**src/rtl/nibble_serial_subtractor_pkg.sv**
```systemverilog
// Shared definitions for the nibble-serial subtractor: stage width and
// controller state encoding.
package sub_pkg;

    localparam int NIBBLE_W = 4;

    typedef enum logic [1:0] {
        IDLE = 2'd0,
        RUN  = 2'd1,
        DONE = 2'd2
    } state_e;

endpackage

```
**src/rtl/nibble_serial_subtractor_if.sv**
```systemverilog
// Start/busy/done handshake and operand/result bus of the nibble-serial
// subtractor. The controller is the master, the subtractor is the slave.
interface nibble_serial_subtractor_if
    import sub_pkg::*;
#(
    parameter int NIBBLES = 4
);

    localparam int W = NIBBLE_W * NIBBLES;

    logic         start;
    logic [W-1:0] a;
    logic [W-1:0] b;
    logic         bin;
    logic         busy;
    logic         done;
    logic [W-1:0] diff;
    logic         bout;
    logic         overflow;

    modport master (
        output start, a, b, bin,
        input  busy, done, diff, bout, overflow
    );

    modport slave (
        input  start, a, b, bin,
        output busy, done, diff, bout, overflow
    );

endinterface

```
**src/rtl/signed_four_bit_subtractor.sv**
```systemverilog
// Combinational one-nibble subtractor: diff = a - b - bin (mod 16), with
// the unsigned borrow-out so nibbles can be chained through a register.
module signed_four_bit_subtractor
    import sub_pkg::*;
(
    input  logic [NIBBLE_W-1:0] a_i,
    input  logic [NIBBLE_W-1:0] b_i,
    input  logic                bin_i,
    output logic [NIBBLE_W-1:0] diff_o,
    output logic                bout_o
);

    logic [NIBBLE_W:0] full;

    // The extra top bit goes to 1 exactly when a < b + bin, i.e. the borrow.
    assign full            = {1'b0, a_i} - {1'b0, b_i} - {{NIBBLE_W{1'b0}}, bin_i};
    assign {bout_o, diff_o} = full;

endmodule

```
**src/rtl/nibble_serial_subtractor.sv**
```systemverilog
// Wide A - B - bin computed over NIBBLES cycles with a single shared 4-bit
// stage, least-significant nibble first, behind a start/busy/done handshake.
module nibble_serial_subtractor
    import sub_pkg::*;
#(
    parameter int NIBBLES = 4
)(
    input  logic                        clk,
    input  logic                        rst,
    nibble_serial_subtractor_if.slave   bus
);

    localparam int                W     = NIBBLE_W * NIBBLES;
    localparam int                CNT_W = $clog2(NIBBLES);
    localparam logic [CNT_W-1:0]  LAST  = CNT_W'(NIBBLES - 1);

    state_e             state_q, state_d;
    logic [W-1:0]       opa_q, opb_q, res_q, diff_q;
    logic [CNT_W-1:0]   cnt_q;
    logic               borrow_q, a_msb_q, b_msb_q;
    logic               bout_q, ovf_q, done_q;
    logic               load, step, finish;
    logic [NIBBLE_W-1:0] st_diff;
    logic               st_bout;

    signed_four_bit_subtractor u_stage (
        .a_i    (opa_q[NIBBLE_W-1:0]),
        .b_i    (opb_q[NIBBLE_W-1:0]),
        .bin_i  (borrow_q),
        .diff_o (st_diff),
        .bout_o (st_bout)
    );

    always_comb begin
        // NOTE: every output of this block is given a default first, so no
        // path through the case leaves a value held and no latch is inferred.
        state_d = state_q;
        load    = 1'b0;
        step    = 1'b0;
        finish  = 1'b0;
        case (state_q)
            IDLE: begin
                if (bus.start) begin
                    load    = 1'b1;
                    state_d = RUN;
                end
            end
            RUN: begin
                step = 1'b1;
                if (cnt_q == LAST) state_d = DONE;
            end
            DONE: begin
                finish  = 1'b1;
                state_d = IDLE;
            end
            default: state_d = IDLE;
        endcase
    end

    // NOTE: registers are written with non-blocking assignments so every
    // flop samples the pre-edge values, independent of statement order.
    always_ff @(posedge clk or posedge rst) begin
        if (rst) state_q <= IDLE;
        else     state_q <= state_d;
    end

    always_ff @(posedge clk or posedge rst) begin
        if (rst) begin
            opa_q    <= '0;
            opb_q    <= '0;
            res_q    <= '0;
            cnt_q    <= '0;
            borrow_q <= 1'b0;
            a_msb_q  <= 1'b0;
            b_msb_q  <= 1'b0;
            diff_q   <= '0;
            bout_q   <= 1'b0;
            ovf_q    <= 1'b0;
            done_q   <= 1'b0;
        end else begin
            done_q <= finish;
            if (load) begin
                opa_q    <= bus.a;
                opb_q    <= bus.b;
                res_q    <= '0;
                cnt_q    <= '0;
                borrow_q <= bus.bin;
                a_msb_q  <= bus.a[W-1];
                b_msb_q  <= bus.b[W-1];
            end
            if (step) begin
                // Each stage result enters at the top; after NIBBLES shifts
                // the first (least-significant) nibble sits at the bottom.
                res_q    <= {st_diff, res_q[W-1:NIBBLE_W]};
                borrow_q <= st_bout;
                opa_q    <= opa_q >> NIBBLE_W;
                opb_q    <= opb_q >> NIBBLE_W;
                cnt_q    <= cnt_q + 1'b1;
            end
            if (finish) begin
                diff_q <= res_q;
                bout_q <= borrow_q;
                ovf_q  <= (a_msb_q != b_msb_q) && (res_q[W-1] != a_msb_q);
            end
        end
    end

    assign bus.busy     = (state_q != IDLE);
    assign bus.done     = done_q;
    assign bus.diff     = diff_q;
    assign bus.bout     = bout_q;
    assign bus.overflow = ovf_q;

endmodule

```
**src/flat_wrapper.sv**
```systemverilog
// flat-port wrapper written by rule: the top's interface ports become plain ports
module nibble_serial_subtractor_flat import sub_pkg::*;
#(
    parameter int NIBBLES = 4
)
  (clk, rst, bus_start, bus_a, bus_b, bus_bin, bus_busy, bus_done, bus_diff, bus_bout, bus_overflow);
  nibble_serial_subtractor_if #(.NIBBLES(NIBBLES)) bus_i ();
  input  logic clk;
  input  logic rst;
  input wire logic [$bits(bus_i.start)-1:0] bus_start;
  input wire logic [$bits(bus_i.a)-1:0] bus_a;
  input wire logic [$bits(bus_i.b)-1:0] bus_b;
  input wire logic [$bits(bus_i.bin)-1:0] bus_bin;
  output wire logic [$bits(bus_i.busy)-1:0] bus_busy;
  output wire logic [$bits(bus_i.done)-1:0] bus_done;
  output wire logic [$bits(bus_i.diff)-1:0] bus_diff;
  output wire logic [$bits(bus_i.bout)-1:0] bus_bout;
  output wire logic [$bits(bus_i.overflow)-1:0] bus_overflow;
  assign bus_i.start = bus_start;
  assign bus_i.a = bus_a;
  assign bus_i.b = bus_b;
  assign bus_i.bin = bus_bin;
  assign bus_busy = bus_i.busy;
  assign bus_done = bus_i.done;
  assign bus_diff = bus_i.diff;
  assign bus_bout = bus_i.bout;
  assign bus_overflow = bus_i.overflow;
  nibble_serial_subtractor #(.NIBBLES(NIBBLES)) u_core (.clk(clk), .rst(rst), .bus(bus_i));
endmodule
```
**config.mk**
```make
export PLATFORM = sky130hd
export DESIGN_NAME = nibble_serial_subtractor_flat
export DESIGN_NICKNAME = d
export VERILOG_FILES = /design/src/rtl/nibble_serial_subtractor_pkg.sv /design/src/rtl/nibble_serial_subtractor_if.sv /design/src/rtl/signed_four_bit_subtractor.sv /design/src/rtl/nibble_serial_subtractor.sv /design/src/flat_wrapper.sv
export SDC_FILE = /design/constraint.sdc
export NUM_CORES = 1
export LEC_CHECK = 0
export ABC_AREA = 1
export CAP_MARGIN = 20
export CORE_AREA = 2 2 124 114
export CTS_CLUSTER_DIAMETER = 120
export DETAILED_ROUTE_END_ITERATION = 7
export DIE_AREA = 0 0 126 116
export PLACE_DENSITY = 0.42
export SKIP_CTS_REPAIR_TIMING = 1
export SYNTH_ARGS = -nofsm -noshare
export SYNTH_HDL_FRONTEND = slang
export SYNTH_SLANG_ARGS = --single-unit
```
**constraint.sdc**
```tcl
create_clock -name clk -period 5.6 [get_ports clk]
set_input_delay 0.56 -clock clk [delete_from_list [all_inputs] [get_ports clk]]
set_output_delay 0.56 -clock clk [all_outputs]
set_load 0.01 [all_outputs]
```
==> impl_metrics.json <==
{
  "hold_depth": 2,
  "syn-mean-instance-area_sq_um": 8.93,
  "slew_viol_final": 0,
  "cts_tree": "yes",
  "cts_sinks": 74,
  "drc": 0,
  "synth_seq_area_share": 0.564,
  "antenna_cells": 0,
  "synth.top_cell.area_share": 0.564,
  "nets": 464,
  "cp.required_ns": 5.04,
  "final.min_clock_period_ns": 1.99,
  "finalHoldViolCount": 0,
  "synth.top_cells.by_count": "95 x nand2_1, 74 x dfrtp_1, 61 x inv_1",
  "track_usage": 0.102,
  "syn_nets": 413,
  "die_h_um": 116,
  "vdd_ir_drop_max_mv": 0.201,
  "start_util": 0.249,
  "wire_per_inst_um": 11.8,
  "synth_cell_type_count": 20,
  "path_clk_slew_ns": 0.05,
  "htree_levels": 3,
  "synthTopCellsByArea": "dfrtp_1 56%, nand2_1 11%, o21ai_0 8.1%",
  "slew-limit-headroom": 0.312,
  "timing.setup.tns_ns": 0,
  "use_met3": 0.0309,
  "worst-path-max-fanout": 3,
  "yosysWarnings": 0,
  "netlist_area_sq_um": 3280,
  "insertion_delay_ns": 0.33,
  "final_area_sq_um": 4220,
  "die_w_um": 126,
  "fin_crit_sh": 0.355,
  "postSynthCellCount": 368,
  "critPathLaunchType": "flip-flop",
  "endpoint": "bus_busy",
  "busiest_layer": "met2",
  "use_met2": 0.149,
  "hp-class": "flip-flop to flip-flop",
  "regToRegStartpoint": "u_core.state_q[0]",
  "drt_iter0_markers": 88,
  "portBuffers": 55,
  "reg2reg_slack_ns": 3.73,
  "coreArea_sq_um": 13200,
  "io_pins": 56,
  "syn_to_final_growth_pct": 28.4,
  "gp_congestion": 0.727,
  "grt_pass1_vias": 2453,
  "drive_above_1_share": 0.0567,
  "cts_buffers": 9,
  "fillers": 1441,
  "utilization": 0.319,
  "critical_path_class": "flip-flop to output pin",
  "synth_edf_count": 0,
  "async_flop_share": 1.00,
  "cp.arrival_ns": 1.43,
  "synth_ff_type": "dfrtp_1",
  "rows": 40,
  "clock_skew_ns": 0.00890,
  "dp_hpwl_mm": 4.54,
  "p_leak_nw": 1.97,
  "rsz0062_at_grt": "no",
  "max_freq_ghz": 0.503,
  "grt_pass1_wl_mm": 11.8,
  "root_buffer": "clkbuf_16",
  "status": "finished clean",
  "use_met1": 0.144,
  "grt_overflow_total": 0,
  "critPathCaptureType": "output pin",
  "synthMostInstantiatedCell": "nand2_1",
  "die-area_sq_um": 14600,
  "pwr_density_cell_nw_per_um2": 566,
  "cp-startpoint": "u_core.state_q[1]",
  "setup_viol": 0,
  "routed_wl_mm": 6.95,
  "num_vias": 2418,
  "antenna_left": 0,
  "maxCapViolCount": 0,
  "placed_cell_area_sq_um": 3930,
  "ys_ff_latch": 74,
  "vias_per_cell": 4.09,
  "reg2reg_depth": 6,
  "yosys.area.top_type": "dfrtp_1",
  "antenna_found_initial": 0,
  "worstMarginPinSlew_ns": 1.03,
  "grt_max_degree": 75,
  "cts_buffer_depth": 2,
  "dr.pass1.iters": 4,
  "rr_endpoint": "u_core.opa_q[5]"
}
cells by family after synthesis:
kind of cell	count (synthesis)	synth area share
XOR/XNOR	1	0.00267
AO/OA/AOI/OAI	96	0.156
adder cells (fa/ha/maj)	9	0.0389
flip-flops	74	0.564
AND/OR/NAND/NOR	106	0.126
buffers and inverters	82	0.113
critical path, stage by stage (launching register included):
cell	delay, ns
dfrtp_1	0.42
inv_2	0.07
nand2_1	0.09
clkdlybuf4s50_1	0.53
area by class of cell:
cell class	instances	area, sq um	area share
clock inverter	4	27.5	0.00653
clock buffer	11	243	0.0576
tap	168	210	0.0499
inverter	65	244	0.0579
timing repair buffer	57	578	0.137
multi-input combinational	212	1060	0.252
sequential	74	1850	0.439
state kept, by name, summed over array words and instances (netlist names):
name                 count
u_core.bus.bout          1
u_core.opb_q            16
u_core.cnt_q             2
u_core.bus.done          1
u_core.res_q            16
u_core.borrow_q          1
u_core.b_msb_q           1
u_core.state_q           2
u_core.bus.overflow      1
u_core.a_msb_q           1
u_core.opa_q            16
u_core.bus.diff         16
per-layer routing:
| layer | share of wire | vias up |
|---|---|---|
| li1 | - | 1262 |
| met1 | 0.54 | 1099 |
| met2 | 0.41 | 52 |
| met3 | 0.041 | 5 |
| met4 | 0.0088 | 0 |
| met5 | 0 | - |
power breakdown:
part | internal [mW] | switching, mW | total [mW] | leakage [nW]
Sequential | 0.763 | 0.0898 | 0.853 | 0.953
Combinational | 0.414 | 0.595 | 1.01 | 0.878
Clock | 0.310 | 0.214 | 0.524 | 0.136
worst min-delay path by stage:
| stage | slack [ns] | startpoint | to |
|---|---|---|---|
| 2_1_floorplan | 0.45 | u_core.borrow_q | u_core.borrow_q |
| 3_3_place_gp | 0.47 | u_core.bus.diff[13] | u_core.bus.diff[13] |
| 3_5_place_dp | 0.47 | u_core.bus.diff[2] | u_core.bus.diff[2] |
| 4_1_cts | 0.49 | u_core.bus.diff[11] | u_core.bus.diff[11] |
| 5_1_grt | 0.50 | u_core.a_msb_q | u_core.a_msb_q |
| 6_report | 0.48 | u_core.res_q[15] | u_core.res_q[15] |
per-stage QoR:
| stage | std cells | total power, mW | hold WS, ns | setup slack [ns] |
|---|---|---|---|---|
| 2_1_floorplan | 368 | 1.60 | 0.449 | 3.16 |
| 3_3_place_gp | 575 | 1.86 | 0.470 | 3.19 |
| 3_5_place_dp | 575 | 1.88 | 0.474 | 3.12 |
| 4_1_cts | 590 | 2.42 | 0.488 | 3.47 |
| 5_1_grt | 591 | 2.61 | 0.504 | 3.53 |
| 6_report | 591 | 2.39 | 0.481 | 3.61 |
cell usage in the layout, fill, tap and decap left out, drive strengths merged, types with 3 or more instances in the layout:
cell	Yosys	routed
nand2	95	95
ha	7	7
inv	65	66
nor2	6	6
nand3	4	4
o21ai	78	78
clkdlybuf4s50	0	55
clkinv	0	3
dfrtp	74	74
clkbuf	7	11
o22ai	16	16
Note: power is estimated with default switching activity, not from simulation.
